<file path="config.mk">
export PLATFORM = sky130hd
export DESIGN_NAME = estagio_wb_flat
export DESIGN_NICKNAME = d
export VERILOG_FILES = /design/src/rtl/estagio_wb_if.sv /design/src/rtl/estagio_wb.sv /design/src/flat_wrapper.sv
export SDC_FILE = /design/constraint.sdc
export NUM_CORES = 1
export LEC_CHECK = 0
export ABC_AREA = 1
export BUFFER_PORTS_ARGS = -buffer_cell sky130_fd_sc_hd__buf_4
export CORE_ASPECT_RATIO = 1.2
export CORE_MARGIN = 1.5
export CORE_UTILIZATION = 40
export CTS_CLUSTER_SIZE = 8
export DETAILED_ROUTE_END_ITERATION = 16
export PLACE_DENSITY_LB_ADDON = 0.08
export SETUP_SLACK_MARGIN = 0.2
export SKIP_LAST_GASP = 1
export SYNTH_ARGS = -nofsm -noshare
export SYNTH_HDL_FRONTEND = slang
export SYNTH_SLANG_ARGS = --single-unit
</file>
<file path="constraint.sdc">
create_clock -name clock -period 1.6 [get_ports clock]
set_input_delay 0.16 -clock clock [delete_from_list [all_inputs] [get_ports clock]]
set_output_delay 0.16 -clock clock [all_outputs]
set_load 0.02 [all_outputs]
</file>
<file path="src/rtl/estagio_wb_if.sv">
// Bus between the EX/MEM stage and the MEM/WB stage (estagio_wb).
// master : EX/MEM side - drives instruction fields, pipeline control and the
//          source addresses being read; receives register-file write port and
//          forwarding data.
// slave  : estagio_wb side.
// Signals:
//   stall, flush, in_valido              pipeline control / validity
//   Saida_ULA, Saida_MemoriaDados, PC,
//   constanteExtendida, sel_WB           write-back candidates and selector
//   in_hab_escrita, in_destino,
//   s_hab_jump                           destination info, link qualifier
//   end_A, end_B                         source addresses read upstream
//   BR_Hab_Escrita, BR_endereco, BR_dado register-file write port
//   fwd_A_hab/dado, fwd_B_hab/dado       forwarding to the operands
interface estagio_wb_if #(
  parameter int LARGURA   = 16,
  parameter int NREG_BITS = 4
);
  logic                 stall;
  logic                 flush;
  logic                 in_valido;
  logic [LARGURA-1:0]   Saida_ULA;
  logic [LARGURA-1:0]   Saida_MemoriaDados;
  logic [LARGURA-1:0]   PC;
  logic [LARGURA-1:0]   constanteExtendida;
  logic [1:0]           sel_WB;
  logic                 in_hab_escrita;
  logic [NREG_BITS-1:0] in_destino;
  logic                 s_hab_jump;
  logic [NREG_BITS-1:0] end_A;
  logic [NREG_BITS-1:0] end_B;

  logic                 BR_Hab_Escrita;
  logic [NREG_BITS-1:0] BR_endereco;
  logic [LARGURA-1:0]   BR_dado;
  logic                 fwd_A_hab;
  logic [LARGURA-1:0]   fwd_A_dado;
  logic                 fwd_B_hab;
  logic [LARGURA-1:0]   fwd_B_dado;

  modport master (
    output stall, flush, in_valido, Saida_ULA, Saida_MemoriaDados, PC,
           constanteExtendida, sel_WB, in_hab_escrita, in_destino,
           s_hab_jump, end_A, end_B,
    input  BR_Hab_Escrita, BR_endereco, BR_dado,
           fwd_A_hab, fwd_A_dado, fwd_B_hab, fwd_B_dado
  );

  modport slave (
    input  stall, flush, in_valido, Saida_ULA, Saida_MemoriaDados, PC,
           constanteExtendida, sel_WB, in_hab_escrita, in_destino,
           s_hab_jump, end_A, end_B,
    output BR_Hab_Escrita, BR_endereco, BR_dado,
           fwd_A_hab, fwd_A_dado, fwd_B_hab, fwd_B_dado
  );
endinterface

</file>
<file path="src/rtl/estagio_wb.sv">
// MEM/WB pipeline stage.
// Captures the instruction leaving EX/MEM, selects its write-back value at
// capture time, drives the register-file write port and supplies forwarding
// (newest value first) for the two source operands read upstream.
// Ports:
//   clock              rising-edge clock
//   reset              synchronous, active-high
//   wb                 estagio_wb_if.slave (control, fields, BR_*, fwd_*)
// Optional (macro WB_CONTADOR_EN):
//   zera_contador      synchronous clear pulse for the retire counter
//   instr_retiradas    32-bit count of cycles with BR_Hab_Escrita=1
module estagio_wb #(
  parameter int LARGURA   = 16,
  parameter int NREG_BITS = 4
) (
  input  logic          clock,
  input  logic          reset,
  estagio_wb_if.slave   wb
`ifdef WB_CONTADOR_EN
  ,
  input  logic          zera_contador,
  output logic [31:0]   instr_retiradas
`endif
);

  logic                 valido;
  logic                 ja_escrito;
  logic [NREG_BITS-1:0] r_destino;
  logic [LARGURA-1:0]   r_dado;

  logic [LARGURA-1:0]   valor_wb;
  logic                 hab_efetiva;

  // Write-back value of the incoming instruction; link wraps modulo 2^LARGURA.
  always_comb begin
    valor_wb = '0;
    unique case (wb.sel_WB)
      2'b00:   valor_wb = wb.Saida_ULA;
      2'b01:   valor_wb = wb.Saida_MemoriaDados;
      2'b10:   valor_wb = wb.PC + LARGURA'(1);
      default: valor_wb = wb.constanteExtendida;
    endcase
  end

  // Untaken links and register 0 never write.
  assign hab_efetiva = wb.in_valido & wb.in_hab_escrita &
                       (wb.in_destino != '0) &
                       ((wb.sel_WB != 2'b10) | wb.s_hab_jump);

  always_ff @(posedge clock) begin
    if (reset) begin
      valido     <= 1'b0;
      ja_escrito <= 1'b0;
      r_destino  <= '0;
      r_dado     <= '0;
    end else if (wb.flush) begin
      valido     <= 1'b0;
      ja_escrito <= 1'b0;
    end else if (wb.stall) begin
      // Once presented, a held instruction is marked written so it fires once.
      ja_escrito <= valido;
    end else begin
      valido     <= hab_efetiva;
      ja_escrito <= 1'b0;
      r_destino  <= wb.in_destino;
      r_dado     <= valor_wb;
    end
  end

  assign wb.BR_Hab_Escrita = valido & ~ja_escrito;
  assign wb.BR_endereco    = r_destino;
  assign wb.BR_dado        = r_dado;

  // Incoming instruction only forwards when it will actually be captured.
  logic entrada_avanca;
  assign entrada_avanca = hab_efetiva & ~wb.stall & ~wb.flush;

  always_comb begin
    wb.fwd_A_hab  = 1'b0;
    wb.fwd_A_dado = '0;
    if (wb.end_A != '0) begin
      if (entrada_avanca && wb.in_destino == wb.end_A) begin
        wb.fwd_A_hab  = 1'b1;
        wb.fwd_A_dado = valor_wb;
      end else if (valido && r_destino == wb.end_A) begin
        wb.fwd_A_hab  = 1'b1;
        wb.fwd_A_dado = r_dado;
      end
    end
  end

  always_comb begin
    wb.fwd_B_hab  = 1'b0;
    wb.fwd_B_dado = '0;
    if (wb.end_B != '0) begin
      if (entrada_avanca && wb.in_destino == wb.end_B) begin
        wb.fwd_B_hab  = 1'b1;
        wb.fwd_B_dado = valor_wb;
      end else if (valido && r_destino == wb.end_B) begin
        wb.fwd_B_hab  = 1'b1;
        wb.fwd_B_dado = r_dado;
      end
    end
  end

`ifdef WB_CONTADOR_EN
  // Clear wins over a retire in the same cycle.
  always_ff @(posedge clock) begin
    if (reset || zera_contador) begin
      instr_retiradas <= '0;
    end else if (wb.BR_Hab_Escrita) begin
      instr_retiradas <= instr_retiradas + 32'd1;
    end
  end
`endif

endmodule

</file>
<file path="src/flat_wrapper.sv">
// flat-port wrapper written by rule: the top's interface ports become plain ports
module estagio_wb_flat 
#(
  parameter int LARGURA   = 16,
  parameter int NREG_BITS = 4
)
  (clock, reset, wb_stall, wb_flush, wb_in_valido, wb_Saida_ULA, wb_Saida_MemoriaDados, wb_PC, wb_constanteExtendida, wb_sel_WB, wb_in_hab_escrita, wb_in_destino, wb_s_hab_jump, wb_end_A, wb_end_B, wb_BR_Hab_Escrita, wb_BR_endereco, wb_BR_dado, wb_fwd_A_hab, wb_fwd_A_dado, wb_fwd_B_hab, wb_fwd_B_dado);
  estagio_wb_if #(.LARGURA(LARGURA), .NREG_BITS(NREG_BITS)) wb_i ();
  input  logic clock;
  input  logic reset;
  input wire logic [$bits(wb_i.stall)-1:0] wb_stall;
  input wire logic [$bits(wb_i.flush)-1:0] wb_flush;
  input wire logic [$bits(wb_i.in_valido)-1:0] wb_in_valido;
  input wire logic [$bits(wb_i.Saida_ULA)-1:0] wb_Saida_ULA;
  input wire logic [$bits(wb_i.Saida_MemoriaDados)-1:0] wb_Saida_MemoriaDados;
  input wire logic [$bits(wb_i.PC)-1:0] wb_PC;
  input wire logic [$bits(wb_i.constanteExtendida)-1:0] wb_constanteExtendida;
  input wire logic [$bits(wb_i.sel_WB)-1:0] wb_sel_WB;
  input wire logic [$bits(wb_i.in_hab_escrita)-1:0] wb_in_hab_escrita;
  input wire logic [$bits(wb_i.in_destino)-1:0] wb_in_destino;
  input wire logic [$bits(wb_i.s_hab_jump)-1:0] wb_s_hab_jump;
  input wire logic [$bits(wb_i.end_A)-1:0] wb_end_A;
  input wire logic [$bits(wb_i.end_B)-1:0] wb_end_B;
  output wire logic [$bits(wb_i.BR_Hab_Escrita)-1:0] wb_BR_Hab_Escrita;
  output wire logic [$bits(wb_i.BR_endereco)-1:0] wb_BR_endereco;
  output wire logic [$bits(wb_i.BR_dado)-1:0] wb_BR_dado;
  output wire logic [$bits(wb_i.fwd_A_hab)-1:0] wb_fwd_A_hab;
  output wire logic [$bits(wb_i.fwd_A_dado)-1:0] wb_fwd_A_dado;
  output wire logic [$bits(wb_i.fwd_B_hab)-1:0] wb_fwd_B_hab;
  output wire logic [$bits(wb_i.fwd_B_dado)-1:0] wb_fwd_B_dado;
  assign wb_i.stall = wb_stall;
  assign wb_i.flush = wb_flush;
  assign wb_i.in_valido = wb_in_valido;
  assign wb_i.Saida_ULA = wb_Saida_ULA;
  assign wb_i.Saida_MemoriaDados = wb_Saida_MemoriaDados;
  assign wb_i.PC = wb_PC;
  assign wb_i.constanteExtendida = wb_constanteExtendida;
  assign wb_i.sel_WB = wb_sel_WB;
  assign wb_i.in_hab_escrita = wb_in_hab_escrita;
  assign wb_i.in_destino = wb_in_destino;
  assign wb_i.s_hab_jump = wb_s_hab_jump;
  assign wb_i.end_A = wb_end_A;
  assign wb_i.end_B = wb_end_B;
  assign wb_BR_Hab_Escrita = wb_i.BR_Hab_Escrita;
  assign wb_BR_endereco = wb_i.BR_endereco;
  assign wb_BR_dado = wb_i.BR_dado;
  assign wb_fwd_A_hab = wb_i.fwd_A_hab;
  assign wb_fwd_A_dado = wb_i.fwd_A_dado;
  assign wb_fwd_B_hab = wb_i.fwd_B_hab;
  assign wb_fwd_B_dado = wb_i.fwd_B_dado;
  estagio_wb #(.LARGURA(LARGURA), .NREG_BITS(NREG_BITS)) u_core (.clock(clock), .reset(reset), .wb(wb_i));
endmodule
</file>
After elaboration in Yosys (flattened, before gate mapping)
Index checks and enable logic that the tools add are counted. W data, S select, Z words.

Bits in registers: 22. Latch bits: 0. Memory bits (writable): 0. Bits in read-only memories: 0. Input port bits: 85. Output and inout bits: 55. Word-level logic and storage cells: 46. Memories: 0.

$add $sub $neg: 1. Multiply operators: 0. Div/mod/pow operators: 0. $lt $le $gt $ge: 0. Eq/ne operators: 7. Shift operators: 0. Muxes and demuxes: 13. Bitwise operators: 10. Reductions and logical operators: 11.

Operator list (number): $mux W16 (6); $pmux W16 S3 (1); $add A16 B1 Y16 const B (1); $eq A4 B4 Y1 (4); $reduce_bool A4 Y1 (3); $and A1 B1 Y1 (6); $mux W1 (6); $logic_and A1 B1 Y1 (4); $not A1 Y1 (3); $reduce_or A3 Y1 (1); $eq A2 B1 Y1 const B (1); $eq A2 B2 Y1 const B (1); $logic_not A2 Y1 (1); $ne A2 B2 Y1 const B (1); $reduce_and A2 Y1 (1); $reduce_or A2 Y1 (1); $or A1 B1 Y1 (1).

Longest topological paths before layout
Depth after elaboration: 8. Gate-level depth with buffers: 12. Gate-level depth less buffers: 11.

Least setup slack after synthesis
No wires, ideal clock.

Path kind: reg2out. Start: reg u_core.r_destino[2], in the netlist u_core.wb.BR_endereco[2]. End: out wb_fwd_A_dado[7]. Arrival: 1617 ps. Path slack: -177 ps. Stages on the path, launching flop included: 9. Buffers on the path: 0. Path through: dfxtp_1 -> or2_2 -> a21oi_1 -> nand3b_1 -> nand2_4 -> nand2_4 -> clkinv_2 -> nand2_1 -> nor2_1.

Word-level cells in the longest chain between the ends: 5.

RTL lines: from (decl) (line estagio_wb.sv:28) `logic [NREG_BITS-1:0] r_destino;`; from (signal assigned) (line estagio_wb.sv:65) `r_destino <= wb.in_destino;`; $eq A4 B4 Y1 (line estagio_wb.sv:85) `end else if (valido && r_destino == wb.end_A) begin`; $logic_and A1 B1 Y1 (line estagio_wb.sv:85); $mux W16 (line estagio_wb.sv:85); $mux W16 (line estagio_wb.sv:82) `if (entrada_avanca && wb.in_destino == wb.end_A) begin`; $mux W16 (line estagio_wb.sv:81) `if (wb.end_A != '0) begin`; to (decl) (line flat_wrapper.sv:28) `output wire logic [$bits(wb_i.fwd_A_dado)-1:0] wb_fwd_A_dado;`.

Every way passes these cells.

Final worst setup path
Start: reg u_core.r_destino[2], in the netlist u_core.wb.BR_endereco[2]. End: out wb_fwd_B_dado[0].

Word-level cells in the longest chain between the ends: 5.

RTL lines: $eq A4 B4 Y1 (line estagio_wb.sv:99) `end else if (valido && r_destino == wb.end_B) begin`; $logic_and A1 B1 Y1 (line estagio_wb.sv:99); $mux W16 (line estagio_wb.sv:99); $mux W16 (line estagio_wb.sv:96) `if (entrada_avanca && wb.in_destino == wb.end_B) begin`; $mux W16 (line estagio_wb.sv:95) `if (wb.end_B != '0) begin`; to (decl) (line flat_wrapper.sv:30) `output wire logic [$bits(wb_i.fwd_B_dado)-1:0] wb_fwd_B_dado;`.

Every way passes these cells.

==> results_dict.tcl <==
set metrics [dict create \
    reg2reg_setup_slack_ns 0.78 \
    rsz0062_at_grt "true" \
    floorplan.io_pins 140 \
    worst_hold_path_type "primary input to flop" \
    first_global_vias 3282 \
    cap_viol_max_count 0 \
    finalCritPeriodShare_pct 121 \
    critPathLaunchType "flop" \
    sequential_cell_fraction_of_total_power_pct 33.6 \
    fillers 472 \
    wire_length_of_the_first_global_routing_pass_um 15100 \
    synth.top_cells.by_area "nand2_1, dfxtp_1, a21oi_1, nand3_1, nor2_1" \
    syn_avg_cell_area_sq_um 5.51 \
    finalSetupViolations 34 \
    layout-area-overhead-vs-synth_pct 81.9 \
    switching_power_share_of_the_total_pct 36.1 \
    floorplan.die_area_sq_um 6720 \
    crit_path_end_kind "primary output" \
    cts_made_buffers 3 \
    cell_with_the_most_instances_after_synthesis "nand2_1" \
    failing_checks "setup timing" \
    nets 720 \
    internal_power_mw 1.17 \
    detailroute.via_count 3667 \
    power_switching_mw 0.662 \
    io_buffer_count 139 \
    worst-endpoint-arrival_ns 1.78 \
    hold_viol_final 0 \
    p_comb_share_pct 43.4 \
    die_h_um 89.5 \
    avgRoutedWirePerCell_um 14.1 \
    drt_pass1_iterations 5 \
    dominant_cell_type_by_area_after_synthesis "nand2_1" \
    core.rowCount 31 \
    die-width_um 75.1 \
    power-per-cell-area_nw_per_um2 404 \
    synth_fp_nets 539 \
    whs_path_depth 3 \
    htreeDepth 1 \
    min_to "u_core.ja_escrito" \
    grt_max_degree 34 \
    synth-seq-cells 22 \
    avgViaCountPerCell 5.13 \
    hpwl_um 7760 \
    worst_clock_skew_ns 0.0000916 \
    fp.coreArea_sq_um 6010 \
    r2r_cells 2 \
    clock_insertion_delay_worst_skew_ns 0.27 \
    layout_setup_ws_ns -0.338 \
    status "finished, violations left" \
    worst-slew-pin-transition_ns 0.644 \
    post_route_cells_drive_above_1_share_pct 44.5 \
    required_arrival_time_at_the_worst_endpoint_ns 1.44 \
    clock_sink_count 22 \
    finalWeightedCongestion 0.869 \
    synth.cell_area_sq_um 2490 \
    cts_tree "done" \
    post-route-drc-count 0 \
    fmaxAchievable_mhz 516 \
    netlist_instances 453 \
    critical_path.reg2reg.endpoint "u_core.wb.BR_dado[6]" \
    cts.root.buffer_cell "clkbuf_8" \
    drv_slew 0 \
    post-synth-top-area-fraction_pct 19.7 \
    antenna_violations_before_repair 0 \
    clock_tree.buffer_depth 2 \
    yosys.cell_types.count 30 \
    synth_edf_count 0 \
    grt-ovfl-total 0 \
    placement.setup.worst_slack_ns -0.256 \
    async_reset_ff_share_pct 0 \
    proportion_of_synthesized_chip_area_in_sequential_cells_pct 17.7 \
    path_max_fanout 6 \
    min_period_ns 1.94 \
    initial_core_util_pct 41.5 \
    clockPowerShare_pct 23.0 \
    vdd.ir_drop.worst_v 0.000274 \
    antenna_left 0 \
    yosys_warnings 0 \
    post_synth_most_frequent_cells "nand2_1, nor2_1, a21oi_1, nand3_1, inv_1" \
    initialDrtViolationCount 186 \
    worstHoldStart "reset" \
    hold_slack_ns 0.149 \
    worst_setup_hold_path_clk_slew_ns 0.09 \
    antennaDiodeCount 0 \
    routed_wirelength_um 10100 \
    synthFlopType "dfxtp_1" \
    p_leak_nw 2.26 \
    relSlewSlack_pct 57.0 \
    r2r_start "u_core.wb.BR_dado[6]" \
    globalRouteTotalUtil_pct 28.8 \
    crit_type "flop to primary output" \
]
[per-layer routing]
layer,global-route usage (%),vias up,part of all wire [%]
met5,0,-,0
met4,6.94,0,2.2
met3,3.16,24,4.4
met2,52.1,136,53
met1,36.1,1674,40
li1,-,1833,-
[layout make-up]
cell class / instances / area [sq um] / share of cell area [%]
timing repair buffer: 190 / 1580 / 34.7
tap: 82 / 103 / 2.26
multi-input combinational: 371 / 2150 / 47.4
clock buffer: 4 / 55.1 / 1.21
inverter: 46 / 208 / 4.58
sequential: 22 / 448 / 9.87
[placed cells by master, fill, tap and decap left out, types with 4 or more instances in the layout]
| master | synthesis | routed |
|---|---|---|
| or2_2 | 13 | 11 |
| nand2_4 | 7 | 15 |
| buf_6 | 3 | 28 |
| nor2_4 | 3 | 15 |
| nand3_1 | 45 | 42 |
| o21ai_0 | 39 | 38 |
| nor2_1 | 55 | 42 |
| inv_1 | 41 | 39 |
| dfxtp_1 | 22 | 18 |
| a21oi_1 | 46 | 28 |
| buf_4 | 2 | 158 |
| xnor2_1 | 8 | 8 |
| clkbuf_8 | 0 | 4 |
| nand2_1 | 131 | 120 |
| a21oi_2 | 0 | 13 |
| a21oi_4 | 0 | 5 |
[worst max-delay path by stage]
stage | startpoint | to | slack [ns] | cells past startpoint
final | u_core.wb.BR_endereco[2] | wb_fwd_B_dado[0] | -0.34 | 8
after global routing | u_core.wb.BR_endereco[2] | wb_fwd_A_dado[1] | -0.41 | 8
after CTS | u_core.wb.BR_endereco[2] | wb_fwd_A_dado[1] | -0.33 | 8
after detailed placement | wb_PC[0] | wb_fwd_B_dado[6] | -0.26 | 12
after global placement | wb_PC[0] | wb_fwd_A_dado[6] | -0.19 | 12
after floorplan | u_core.wb.BR_endereco[2] | wb_fwd_A_dado[10] | 0.12 | 8
[logic make-up (layout without fill, tap and decap cells)]
| group | Yosys count | after routing | synth area share [%] |
|---|---|---|---|
| AND/OR/NAND/NOR | 267 | 267 | 48.5 |
| AO/OA/AOI/OAI | 95 | 95 | 19.7 |
| buffers and inverters | 60 | 240 | 10.8 |
| flip-flops | 22 | 22 | 17.7 |
| XOR/XNOR | 8 | 8 | 2.81 |
| adder cells (fa/ha/maj) | 1 | 1 | 0.501 |
[registers in the layout (all words and copies together), names as in the netlist]
register	count
u_core.valido	1
u_core.wb.BR_dado	16
u_core.ja_escrito	1
u_core.wb.BR_endereco	4
[timing repair]
action | CTS | global route
pin swaps | 12 | 5
cloned | 0 | 0
buffers inserted | 3 | 4
setup endpoints to repair | 34 | 36
hold buffers | 0 | 0
gates resized for setup | 28 | 20
[power by group through the flow]
stage	logic (mW)	registers, mW	clock network, mW
6_report	0.797	0.616	0.422
5_1_grt	0.874	0.621	0.444
4_1_cts	0.777	0.614	0.420
3_5_place_dp	0.768	0.626	0
3_3_place_gp	0.751	0.624	0
2_1_floorplan	0.340	0.664	0
[metrics by stage]
stage / std cells / instance area [sq um] / setup TNS (ns) / power (mW) / utilization (%)
after global routing: 715 / 4540 / -11.25 / 1.94 / 75.5
after detailed placement: 704 / 4240 / -2.72 / 1.39 / 70.4
after CTS: 711 / 4420 / -8.83 / 1.81 / 73.6
final: 715 / 4540 / -8.98 / 1.84 / 75.5
after global placement: 704 / 4240 / -1.90 / 1.38 / 70.4
after floorplan: 453 / 2820 / 0 / 1.00 / -
[worst max-delay path, cell delays in order, from the launching register on]
cell	delay, ns
dfxtp_4	0.36
or2_4	0.22
a21oi_2	0.12
nand3b_1	0.13
nand2_4	0.14
nand2_8	0.09
buf_12	0.15
nor3_4	0.14
buf_6	0.14
Note: power is estimated with default switching activity, not from simulation.
